==> config.mk <==
export PLATFORM = sky130hd
export DESIGN_NAME = usbls_tx_top
export DESIGN_NICKNAME = d
export VERILOG_FILES = /design/src/rtl/usbls_tx_pkg.sv /design/src/rtl/usbls_crc16.sv /design/src/rtl/usbls_tx_top.sv
export SDC_FILE = /design/constraint.sdc
export NUM_CORES = 1
export LEC_CHECK = 0
export CAP_MARGIN = 30
export CORE_MARGIN = 5
export CORE_UTILIZATION = 40
export CTS_CLUSTER_SIZE = 25
export DETAILED_ROUTE_END_ITERATION = 10
export GPL_TIMING_DRIVEN = 0
export PLACE_DENSITY_LB_ADDON = 0.12
export SLEW_MARGIN = 20
export SYNTH_ARGS = -nofsm -noshare
export SYNTH_HDL_FRONTEND = slang
export SYNTH_SLANG_ARGS = --single-unit
export TNS_END_PERCENT = 30
==> constraint.sdc <==
create_clock -name clk -period 4.15 [get_ports clk]
set_input_delay 0.83 -clock clk [delete_from_list [all_inputs] [get_ports clk]]
set_output_delay 0.83 -clock clk [all_outputs]
set_load 0.02 [all_outputs]
==> src/rtl/usbls_tx_pkg.sv <==
`default_nettype none
// ============================================================================
//  Module   : usbls_tx_pkg
//  Purpose  : Shared USB low-speed constants (PIDs, SYNC, line states, CRC16)
//             and the transmit FSM state type. Used by the transmitter and
//             intended to be shared with the bus receiver.
//  Revision : 1.0  initial release
// ============================================================================
package usbls_tx_pkg;

    // PID codes (low nibble; the wire byte is {~PID, PID})
    localparam logic [3:0] PID_DATA0 = 4'b0011;
    localparam logic [3:0] PID_DATA1 = 4'b1011;
    localparam logic [3:0] PID_ACK   = 4'b0010;
    localparam logic [3:0] PID_NAK   = 4'b1010;

    // SYNC byte, sent LSB first -> KJKJKJKK after NRZI
    localparam logic [7:0] SYNC_BYTE = 8'b1000_0000;

    // Low-speed line states as {dp, dn}
    localparam logic [1:0] LINE_J   = 2'b01;
    localparam logic [1:0] LINE_K   = 2'b10;
    localparam logic [1:0] LINE_SE0 = 2'b00;

    // CRC16 x^16+x^15+x^2+1, processed LSB first (reflected form)
    localparam logic [15:0] CRC16_INIT      = 16'hFFFF;
    localparam logic [15:0] CRC16_POLY_REFL = 16'hA001;

    // Transmit FSM states
    typedef enum logic [2:0] {
        ST_IDLE = 3'd0,
        ST_SYNC = 3'd1,
        ST_PID  = 3'd2,
        ST_DATA = 3'd3,
        ST_CRC  = 3'd4,
        ST_SE0  = 3'd5,
        ST_EOPJ = 3'd6
    } tx_state_e;

    // Only DATA0/DATA1 carry a payload and CRC
    function automatic logic is_data_pid(input logic [3:0] pid);
        return (pid == PID_DATA0) || (pid == PID_DATA1);
    endfunction

    // One serial CRC16 step for an LSB-first bit stream
    function automatic logic [15:0] crc16_step(input logic [15:0] crc, input logic din);
        logic [15:0] shifted;
        shifted = {1'b0, crc[15:1]};
        return (crc[0] ^ din) ? (shifted ^ CRC16_POLY_REFL) : shifted;
    endfunction

endpackage
`default_nettype wire

==> src/rtl/usbls_crc16.sv <==
`default_nettype none
// ============================================================================
//  Module   : usbls_crc16
//  Purpose  : Serial USB CRC16 register. init loads FFFF, en shifts in din.
//             The raw register is exposed; the caller inverts it for sending
//             or compares it against the residue when checking.
//  Revision : 1.0  initial release
// ============================================================================
module usbls_crc16
    import usbls_tx_pkg::*;
(
    input  logic        clk,
    input  logic        rst_n,
    input  logic        init,
    input  logic        en,
    input  logic        din,
    output logic [15:0] crc
);

    logic [15:0] crc_q;
    logic [15:0] crc_d;

    // Next CRC value: init has priority over a data step
    always_comb begin
        crc_d = crc_q;
        if (init) begin
            crc_d = CRC16_INIT;
        end else if (en) begin
            crc_d = crc16_step(crc_q, din);
        end
    end

    // CRC register
    always_ff @(posedge clk or negedge rst_n) begin
        if (!rst_n) begin
            crc_q <= CRC16_INIT;
        end else begin
            crc_q <= crc_d;
        end
    end

    assign crc = crc_q;

endmodule
`default_nettype wire

==> src/rtl/usbls_tx_top.sv <==
`default_nettype none
// ============================================================================
//  Module   : usbls_tx_top
//  Purpose  : USB 1.0 low-speed packet transmitter. Serialises SYNC, PID,
//             optional payload and CRC16, bit-stuffs, NRZI-encodes, appends
//             EOP and drives the D+/D- pads with output enables.
//  Revision : 1.0  initial release
// ============================================================================
module usbls_tx_top
    import usbls_tx_pkg::*;
#(
    parameter int MAX_BYTES = 8,
    parameter int EOP_SE0   = 2
) (
    input  logic        clk,
    input  logic        rst_n,
    input  logic        tx_start,
    input  logic [3:0]  tx_pid,
    input  logic [63:0] tx_data,
    input  logic [3:0]  byte_size,
    output logic        dp_OUT,
    output logic        dn_OUT,
    output logic        dp_OE,
    output logic        dn_OE,
    output logic        tx_busy,
    output logic        tx_done
);

    // State of the bit currently on the line. During a stuffed cycle the
    // pointer (state/cnt) still names the last data bit sent.
    tx_state_e   state_q, state_d;
    logic [5:0]  cnt_q,   cnt_d;     // bit index within the current field
    logic        stuff_q, stuff_d;   // current line bit is a stuffed 0
    logic [2:0]  ones_q,  ones_d;    // consecutive 1s before the current bit
    logic        line_q,  line_d;    // NRZI level of the previous bit (1 = J)
    logic [3:0]  pid_q,   pid_d;
    logic [63:0] data_q,  data_d;    // payload; current byte is [63:56]
    logic [3:0]  n_q,     n_d;       // clamped payload byte count
    logic        done_q,  done_d;

    logic        w_crc_init;
    logic        w_crc_en;
    logic [15:0] w_crc;
    logic [7:0]  w_pid_byte;
    logic [7:0]  w_cur_byte;
    logic        w_bit_state;
    logic        w_raw;
    logic        w_bit;
    logic        w_level;
    logic [2:0]  w_ones;
    logic        w_stuff_next;
    logic [6:0]  w_last_data;
    logic [3:0]  w_size_clamped;

    assign w_pid_byte     = {~pid_q, pid_q};
    assign w_cur_byte     = data_q[63:56];
    assign w_last_data    = {n_q, 3'b000} - 7'd1;
    assign w_size_clamped = (32'(byte_size) > MAX_BYTES) ? 4'(MAX_BYTES) : byte_size;
    assign w_bit_state    = (state_q == ST_SYNC) || (state_q == ST_PID) ||
                            (state_q == ST_DATA) || (state_q == ST_CRC);

    // Raw (unstuffed) bit selected by the field pointer
    always_comb begin
        w_raw = 1'b0;
        unique case (state_q)
            ST_SYNC: w_raw = SYNC_BYTE[cnt_q[2:0]];
            ST_PID:  w_raw = w_pid_byte[cnt_q[2:0]];
            ST_DATA: w_raw = w_cur_byte[cnt_q[2:0]];
            ST_CRC:  w_raw = ~w_crc[cnt_q[3:0]];
            default: w_raw = 1'b0;
        endcase
    end

    // A stuffed cycle always sends 0; NRZI toggles on 0 and holds on 1
    assign w_bit        = w_raw & ~stuff_q;
    assign w_level      = w_bit ? line_q : ~line_q;
    assign w_ones       = w_bit ? 3'(ones_q + 3'd1) : 3'd0;
    assign w_stuff_next = w_bit_state && (w_ones == 3'd6);

    // Payload bits feed the CRC as they go out; stuffed bits do not
    assign w_crc_en = (state_q == ST_DATA) && !stuff_q;

    usbls_crc16 u_crc16 (
        .clk   (clk),
        .rst_n (rst_n),
        .init  (w_crc_init),
        .en    (w_crc_en),
        .din   (w_raw),
        .crc   (w_crc)
    );

    // Next-state logic: field sequencing, stuff insertion, NRZI and latching
    always_comb begin
        state_d    = state_q;
        cnt_d      = cnt_q;
        stuff_d    = 1'b0;
        ones_d     = ones_q;
        line_d     = line_q;
        pid_d      = pid_q;
        data_d     = data_q;
        n_d        = n_q;
        done_d     = 1'b0;
        w_crc_init = 1'b0;

        if (w_bit_state) begin
            line_d = w_level;
            ones_d = w_ones;
        end

        // Move to the next payload byte once its MSB has gone out
        if (w_crc_en && (cnt_q[2:0] == 3'd7)) begin
            data_d = {data_q[55:0], 8'h00};
        end

        unique case (state_q)
            ST_IDLE: begin
                if (tx_start) begin
                    pid_d      = tx_pid;
                    data_d     = tx_data;
                    n_d        = w_size_clamped;
                    state_d    = ST_SYNC;
                    cnt_d      = 6'd0;
                    line_d     = 1'b1;
                    ones_d     = 3'd0;
                    w_crc_init = 1'b1;
                end
            end
            ST_SYNC, ST_PID, ST_DATA, ST_CRC: begin
                if (w_stuff_next) begin
                    stuff_d = 1'b1;
                end else begin
                    cnt_d = cnt_q + 6'd1;
                    if (state_q == ST_SYNC && cnt_q == 6'd7) begin
                        state_d = ST_PID;
                        cnt_d   = 6'd0;
                    end else if (state_q == ST_PID && cnt_q == 6'd7) begin
                        cnt_d = 6'd0;
                        if (!is_data_pid(pid_q)) begin
                            state_d = ST_SE0;
                        end else if (n_q == 4'd0) begin
                            state_d = ST_CRC;
                        end else begin
                            state_d = ST_DATA;
                        end
                    end else if (state_q == ST_DATA && {1'b0, cnt_q} == w_last_data) begin
                        state_d = ST_CRC;
                        cnt_d   = 6'd0;
                    end else if (state_q == ST_CRC && cnt_q == 6'd15) begin
                        state_d = ST_SE0;
                        cnt_d   = 6'd0;
                    end
                end
            end
            ST_SE0: begin
                cnt_d = cnt_q + 6'd1;
                if (cnt_q == 6'(EOP_SE0 - 1)) begin
                    state_d = ST_EOPJ;
                    cnt_d   = 6'd0;
                end
            end
            ST_EOPJ: begin
                state_d = ST_IDLE;
                done_d  = 1'b1;
            end
            default: begin
                state_d = ST_IDLE;
            end
        endcase
    end

    // State and datapath registers
    always_ff @(posedge clk or negedge rst_n) begin
        if (!rst_n) begin
            state_q <= ST_IDLE;
            cnt_q   <= 6'd0;
            stuff_q <= 1'b0;
            ones_q  <= 3'd0;
            line_q  <= 1'b1;
            pid_q   <= 4'd0;
            data_q  <= 64'd0;
            n_q     <= 4'd0;
            done_q  <= 1'b0;
        end else begin
            state_q <= state_d;
            cnt_q   <= cnt_d;
            stuff_q <= stuff_d;
            ones_q  <= ones_d;
            line_q  <= line_d;
            pid_q   <= pid_d;
            data_q  <= data_d;
            n_q     <= n_d;
            done_q  <= done_d;
        end
    end

    // Pad drive decoded from the registered state; idle and reset rest at J
    always_comb begin
        {dp_OUT, dn_OUT} = LINE_J;
        dp_OE            = 1'b0;
        unique case (state_q)
            ST_SYNC, ST_PID, ST_DATA, ST_CRC: begin
                dp_OE            = 1'b1;
                {dp_OUT, dn_OUT} = w_level ? LINE_J : LINE_K;
            end
            ST_SE0: begin
                dp_OE            = 1'b1;
                {dp_OUT, dn_OUT} = LINE_SE0;
            end
            ST_EOPJ: begin
                dp_OE            = 1'b1;
                {dp_OUT, dn_OUT} = LINE_J;
            end
            default: begin
                dp_OE            = 1'b0;
                {dp_OUT, dn_OUT} = LINE_J;
            end
        endcase
    end

    assign dn_OE   = dp_OE;
    assign tx_busy = (state_q != ST_IDLE);
    assign tx_done = done_q;

endmodule
`default_nettype wire

==> impl_metrics.toml <==
[status]
status = "finished clean"

[sta]
rsz0062_at_grt = "false"
final.period_utilization_pct = 97.1
min_period_ns = 4.03
fin_worst_skew_ns = 0.00783
drv_slew = 0
setup_ws_ns = 0.119
finalHoldViolations = 0
setup_viol = 0
maxSlewHeadroom_pct = 53.8
max_clock_freq_mhz = 248
worst_pin_slew_ns = 0.694

[finish]
fin_nets = 709
diodes = 0
multi_input_area_sq_um = 2600
n_fill_cell = 1269
most-common-layout-cells = "nand2_1, dfrtp_1, clkdlybuf4s50_1, mux2i_1, o21ai_0"
layout.cells.most_common = "nand2_1"
layout-drive-gt1-share_pct = 10.6
area_delta_synth_final_pct = 25.3
register_area_sq_um = 2600

[yosys]
async_reset_ff_share_pct = 100
syn_nets = 616
synth-edff-count = 0
synth-main-ff-cell = "dfrtp_1"
ys_types = 65
netlist_instances = 536
ys_ff_latch = 103
syn_area_per_cell_sq_um = 10.0
synth_warnings = 0
ys_seq_area_share_pct = 48.3
synth_area_sq_um = 5380

[critical_path]
slowest_delay_ns = 0.56
worstPathRequired_ns = 3.32
path_max_fanout = 5
endpoint_kind = "primary output"
path_cells = "mux4_2, and3_1, or4_1, o21ai_2, mux2i_1, o2111ai_1, clkdlybuf4s50_1"
worstSetupPathType = "register to primary output"
critPathLaunch = "cnt_q[0]"
crit_path_start_kind = "register"
reg2reg_from = "state_q[1]"
slowest_stage = "clkdlybuf4s50_1"
arrival_ns = 3.20

[clock_tree]
cts_buffers = 9
clock_path_buffers = 2
cts_max_level = 3
clock_sinks = 103
cts_tree = "done"
cts-root-buf = "clkbuf_16"
clk_latency_ns = 0.35
cts.clk_slew.worst_paths_ns = 0.07

[power]
p_int_w = 0.00280
p_comb_share_pct = 40.1
switchingPower_w = 0.00168
p_per_area_nw_per_um2 = 664
netSwitchingFraction_pct = 37.5
seqPwrFrac_pct = 41.1
leakagePower_nw = 3.10
power_w = 0.00448
clock_power_share_pct = 18.8
peakVddDrop_v = 0.000271

[floorplan]
rows = 42
ios = 81
core-area_sq_um = 13200
start_util_pct = 40.6
die_h_um = 126
die-area_sq_um = 15900
die_w_um = 126

[place]
hpwl_um = 10300
routabilityCongestion = 0.860
io_buffers = 80
place_ws_ns = 0.184

[route]
wl_per_cell_um = 17.1
initialDrtViolationCount = 243
vias = 4308
drc_errors = 0
viasPerCell = 5.32
dr.pass1.iters = 5
antenna_left = 0
wl_um = 13900

[job]
drv_cap = 0

[global_route]
track_usage_pct = 18.1
grt_pass1_vias = 4496
grt_first_pass_wirelength_um = 23100
grt.overflow.total = 0
grt_max_degree = 58
antenna_found_initial = 0

[worst_hold_path]
hp-class = "input port to asynchronous set/reset pin"
## worst max-delay path, delay by kind of cell, from the launching register on
kind | cells | cell delay (ns)
AOI/OAI and AO/OA | 2 | 0.38
muxes | 2 | 0.76
DFF | 1 | 0.46
buffers and inverters | 1 | 0.56
and+or+nand+nor | 2 | 0.68
## final timing paths
| kind | to | slack, ns | cells past startpoint |
|---|---|---|---|
| setup / recovery | dn_OUT | 0.12 | 7 |
| hold / removal | cnt_q[2] | 0.42 | 1 |
| setup reg to reg | pid_q[1] | 1.34 | 8 |
| hold reg to reg | pid_q[3] | 0.50 | 2 |
| max in group asynchronous | u_crc16.crc[13] | 3.05 | 2 |
| min in group clk | pid_q[3] | 0.50 | 2 |
## cell families (layout without fill, tap and decap cells)
group | Yosys count | after routing | share of synthesized area, %
muxes | 77 | 77 | 15.6
adders and majority gates | 5 | 5 | 1.16
xor gates and xnor gates | 6 | 6 | 1.51
and+or+nand+nor | 189 | 189 | 16.5
AOI/OAI and AO/OA | 110 | 110 | 13.3
DFF | 103 | 103 | 48.3
buffers and inverters | 46 | 144 | 3.60
## state kept, by name, indices dropped and copies added, names as in the netlist
signal	cells
pid_q	4
state_q	3
cnt_q	6
line_q	1
tx_done	1
u_crc16.crc	16
stuff_q	1
n_q	4
data_q	64
ones_q	3
## cells in the mapped netlist (all sizes together), types with 3 or more instances
library cell    n  area (sq um)
nor2           14          52.6
nor3            8          40.0
buf            12          66.3
nand2b          3          18.8
nor2b           6          37.5
ha              5          62.6
a31oi           3          25.0
mux2i          67           671
mux4            5           113
o22a           13           114
dfstp          17           447
nor4            9          62.6
a221o           3          30.0
xnor2           3          26.3
dfrtp          86          2150
or2             3          18.8
clkbuf         26          97.6
nand3b          4          30.0
inv             8          30.0
nand3          14          70.1
nand2         109           412
and2            4          25.0
o21ai          61           305
or3             3          18.8
a21oi           8          43.8
mux2            5          56.3
## area by class of cell
class | count | share of cell area [%]
tap | 176 | 3.26
inverter | 8 | 0.445
multi-input combinational | 387 | 38.6
timing repair buffer | 82 | 12.4
buffer | 38 | 2.43
clock buffer | 12 | 3.80
clock inverter | 4 | 0.501
sequential | 103 | 38.5
## power groups by stage
stage | clock [W] | combinational [W] | sequential [W]
after floorplan | 0 | 0.00130 | 0.00173
after global placement | 0 | 0.00173 | 0.00185
after detailed placement | 0 | 0.00178 | 0.00187
after CTS | 0.000868 | 0.00180 | 0.00185
after global routing | 0.000904 | 0.00202 | 0.00191
final | 0.000841 | 0.00180 | 0.00184
## what timing repair did
item	4_1_cts	5_1_grt
gates resized for setup	2	3
endpoints found under the setup margin	2	2
pin swaps	1	0
setup buffers	1	0
hold buffers	0	0
## stage by stage
stage | hold slack (ns) | cells | utilization (%) | TNS, ns | cell area (sq um)
floorplan | 0.445 | 536 | - | 0 | 5380
global placement | 0.473 | 792 | 48.3 | -154.70 | 6400
detailed placement | 0.483 | 793 | 48.6 | 0 | 6430
CTS | 0.428 | 810 | 50.8 | 0 | 6730
global route | 0.453 | 810 | 50.9 | 0 | 6750
finish | 0.421 | 810 | 50.9 | 0 | 6750
## per-layer routing
layer / up-vias / global-route usage, % / wire length (um)
li1: 2095 / - / -
met1: 2079 / 24.4 / 6250
met2: 117 / 29.5 / 6830
met3: 17 / 4.40 / 604
met4: 0 / 4.48 / 194
met5: - / 0 / 0
Power figures use the tool's default switching activity.
==> RTL edit (same flow settings) <==
Re-encode `tx_state_e` (7 states) as one-hot, 7 bits wide.
--- a/src/rtl/usbls_tx_pkg.sv
+++ b/src/rtl/usbls_tx_pkg.sv
@@ -29,10 +29,10 @@
     // Transmit FSM states
-    typedef enum logic [2:0] {
-        ST_IDLE = 3'd0,
-        ST_SYNC = 3'd1,
-        ST_PID  = 3'd2,
-        ST_DATA = 3'd3,
-        ST_CRC  = 3'd4,
-        ST_SE0  = 3'd5,
-        ST_EOPJ = 3'd6
+    typedef enum logic [6:0] {
+        ST_IDLE = 7'b0000001,
+        ST_SYNC = 7'b0000010,
+        ST_PID  = 7'b0000100,
+        ST_DATA = 7'b0001000,
+        ST_CRC  = 7'b0010000,
+        ST_SE0  = 7'b0100000,
+        ST_EOPJ = 7'b1000000
     } tx_state_e;
Formal check against the unedited RTL: same outputs for any inputs over 10 cycles, from zero or initial values and one cycle with rst_n low; not proved beyond that.
==> RTL edit against the unedited design <==
- cell area rose by 1.1%
- highest routed layer unchanged
- critical endpoint is now dp_OUT
- routed wire length shrank 1.1%
- largest power group unchanged
- synthesized cell count is 2.4% lower
- combinational power fell by 29%
- worst setup slack better by 0.044 ns
- sequential cell count rose by 4
- power is 13% lower
- synthesized area grew 1.1%
==> RTL edit: results (changes against the unedited design) <==
| Metric | Value |
|---|---|
| Outcome | `finished clean` |
| R2R depth | `6 (-2)` |
| WP data arrival | `3.16 ns (-0.04 ns)` |
| Pleak | `0.003165 µW (+2.2%)` |
| Largest net degree at the start of global routing | `64 (+10%)` |
| Post-synth top cells | `nand2_1 (101), dfrtp_1 (89), o21ai_0 (65)` |
| Cell variety after synth | `59 (-9.2%)` |
| Hpwl dp | `10230 µm (-0.76%)` |
| Max reg flops | `64 (unchanged)` |
| Placer Congestion | `0.8372 (-2.6%)` |
| Clk Latency, worst-skew pair | `0.36 ns` |
| Layout Skew | `0.01094 ns (+0.003110 ns)` |
| CP max-delay cell | `mux4_1` |
| Total routed wirelength | `13720 µm (-1.1%)` |
| Setup Buffers After CTS | `0 (-1)` |
| Fin nets | `696 (-1.8%)` |
| Reg2Reg Capture Point | `state_q[4]` |
| R2r startpoint | `state_q[5]` |
| DP Worst Slack | `0.2236 ns (+0.03937 ns)` |
| DRT Pass-1 Iters | `4 (-1)` |
| Seq/Total Area, Yosys | `0.4961 (+0.01318)` |
| Critical path peak fanout | `10 (+5)` |
| GRT Overall Usage | `0.1758 (-0.005006)` |
| Fillers | `1235 (-2.7%)` |
| First-pass GRT wire length | `22600 µm (-2.2%)` |
| Initial DRC Count | `239 (-1.6%)` |
| Post-cts resize count | `3 (+1)` |
| Slew HR | `0.5790 (+0.04140)` |
| Peak VDD IR | `0.2830 mV (+4.5%)` |
| Max incr delay on CP | `0.62 ns (+0.06 ns)` |
| Largest cells by area after synthesis | `dfrtp_1 (41%), mux2i_1 (11%), dfstp_2 (8.7%)` |
| IO buf count | `80 (unchanged)` |
| Vias | `4193 (-2.7%)` |
| DP Cell Count | `780 (-1.6%)` |
| Non-Filler Instances | `796 (-1.7%)` |
| Post-synthesis async set-or-reset flop share | `1.000 (unchanged)` |
| Avg Cell Area, Syn | `10.41 µm² (+3.7%)` |
| Layout cells sized above 1 | `0.1048 (-0.0008395)` |
| Initial antenna violation count | `0 (unchanged)` |
| Syn_nets | `604 (-1.9%)` |
| Vias in the first global route | `4462 (-0.76%)` |
[RTL edit: how the worst max path moves through the flow]
| stage | cells after the start | slack [ns] | endpoint | from |
|---|---|---|---|---|
| after floorplan | 7 | 0.91 | dn_OUT | cnt_q[0] |
| after global placement | 1 | -1.91 | data_q[22] | rst_n |
| after detailed placement | 8 | 0.22 | dp_OUT | cnt_q[0] |
| after CTS | 8 | 0.11 | dp_OUT | cnt_q[0] |
| after global routing | 8 | 0.003 | dp_OUT | cnt_q[0] |
| final | 8 | 0.16 | dp_OUT | cnt_q[0] |
[RTL edit: cells by family after synthesis]
logic type      Yosys count  share of synthesized area
compound gates          104                     0.1292
xor+xnor                  9                    0.01701
fa+ha+maj                 6                    0.01379
buf+inv                  43                    0.03402
flops                   107                     0.4961
mux                      71                     0.1520
simple gates            183                     0.1579
[RTL edit: cell type report]
type	count	share of cell area
inverter	8	0.004402
buffer	35	0.02274
multi-input combinational	373	0.3751
tap	176	0.03228
timing repair buffer	81	0.1212
clock inverter	7	0.01541
sequential	107	0.3958
clock buffer	9	0.03302
[RTL edit: power breakdown]
group	leakage, µW	switching (µW)	total, µW	internal (µW)
Clock	0.000164	419	961	541
Combinational	0.00169	705	1270	562
Sequential	0.00131	249	1670	1420
Total	0.00316	1370	3900	2520
[RTL edit: per-stage QoR]
step	hold WS, ns	area (µm²)
6_report	0.3855	6822
5_1_grt	0.4170	6822
4_1_cts	0.3912	6822
3_5_place_dp	0.4789	6492
3_3_place_gp	0.4688	6464
2_1_floorplan	0.4376	5443
[RTL edit: routing by layer]
layer  GRT usage  part of all wire  vias up
met4     0.05741             0.018        0
met2      0.2727              0.46       88
met5           0                 0        -
li1            -                 -     2045
met1      0.2424              0.47     2044
met3     0.04372             0.046       16
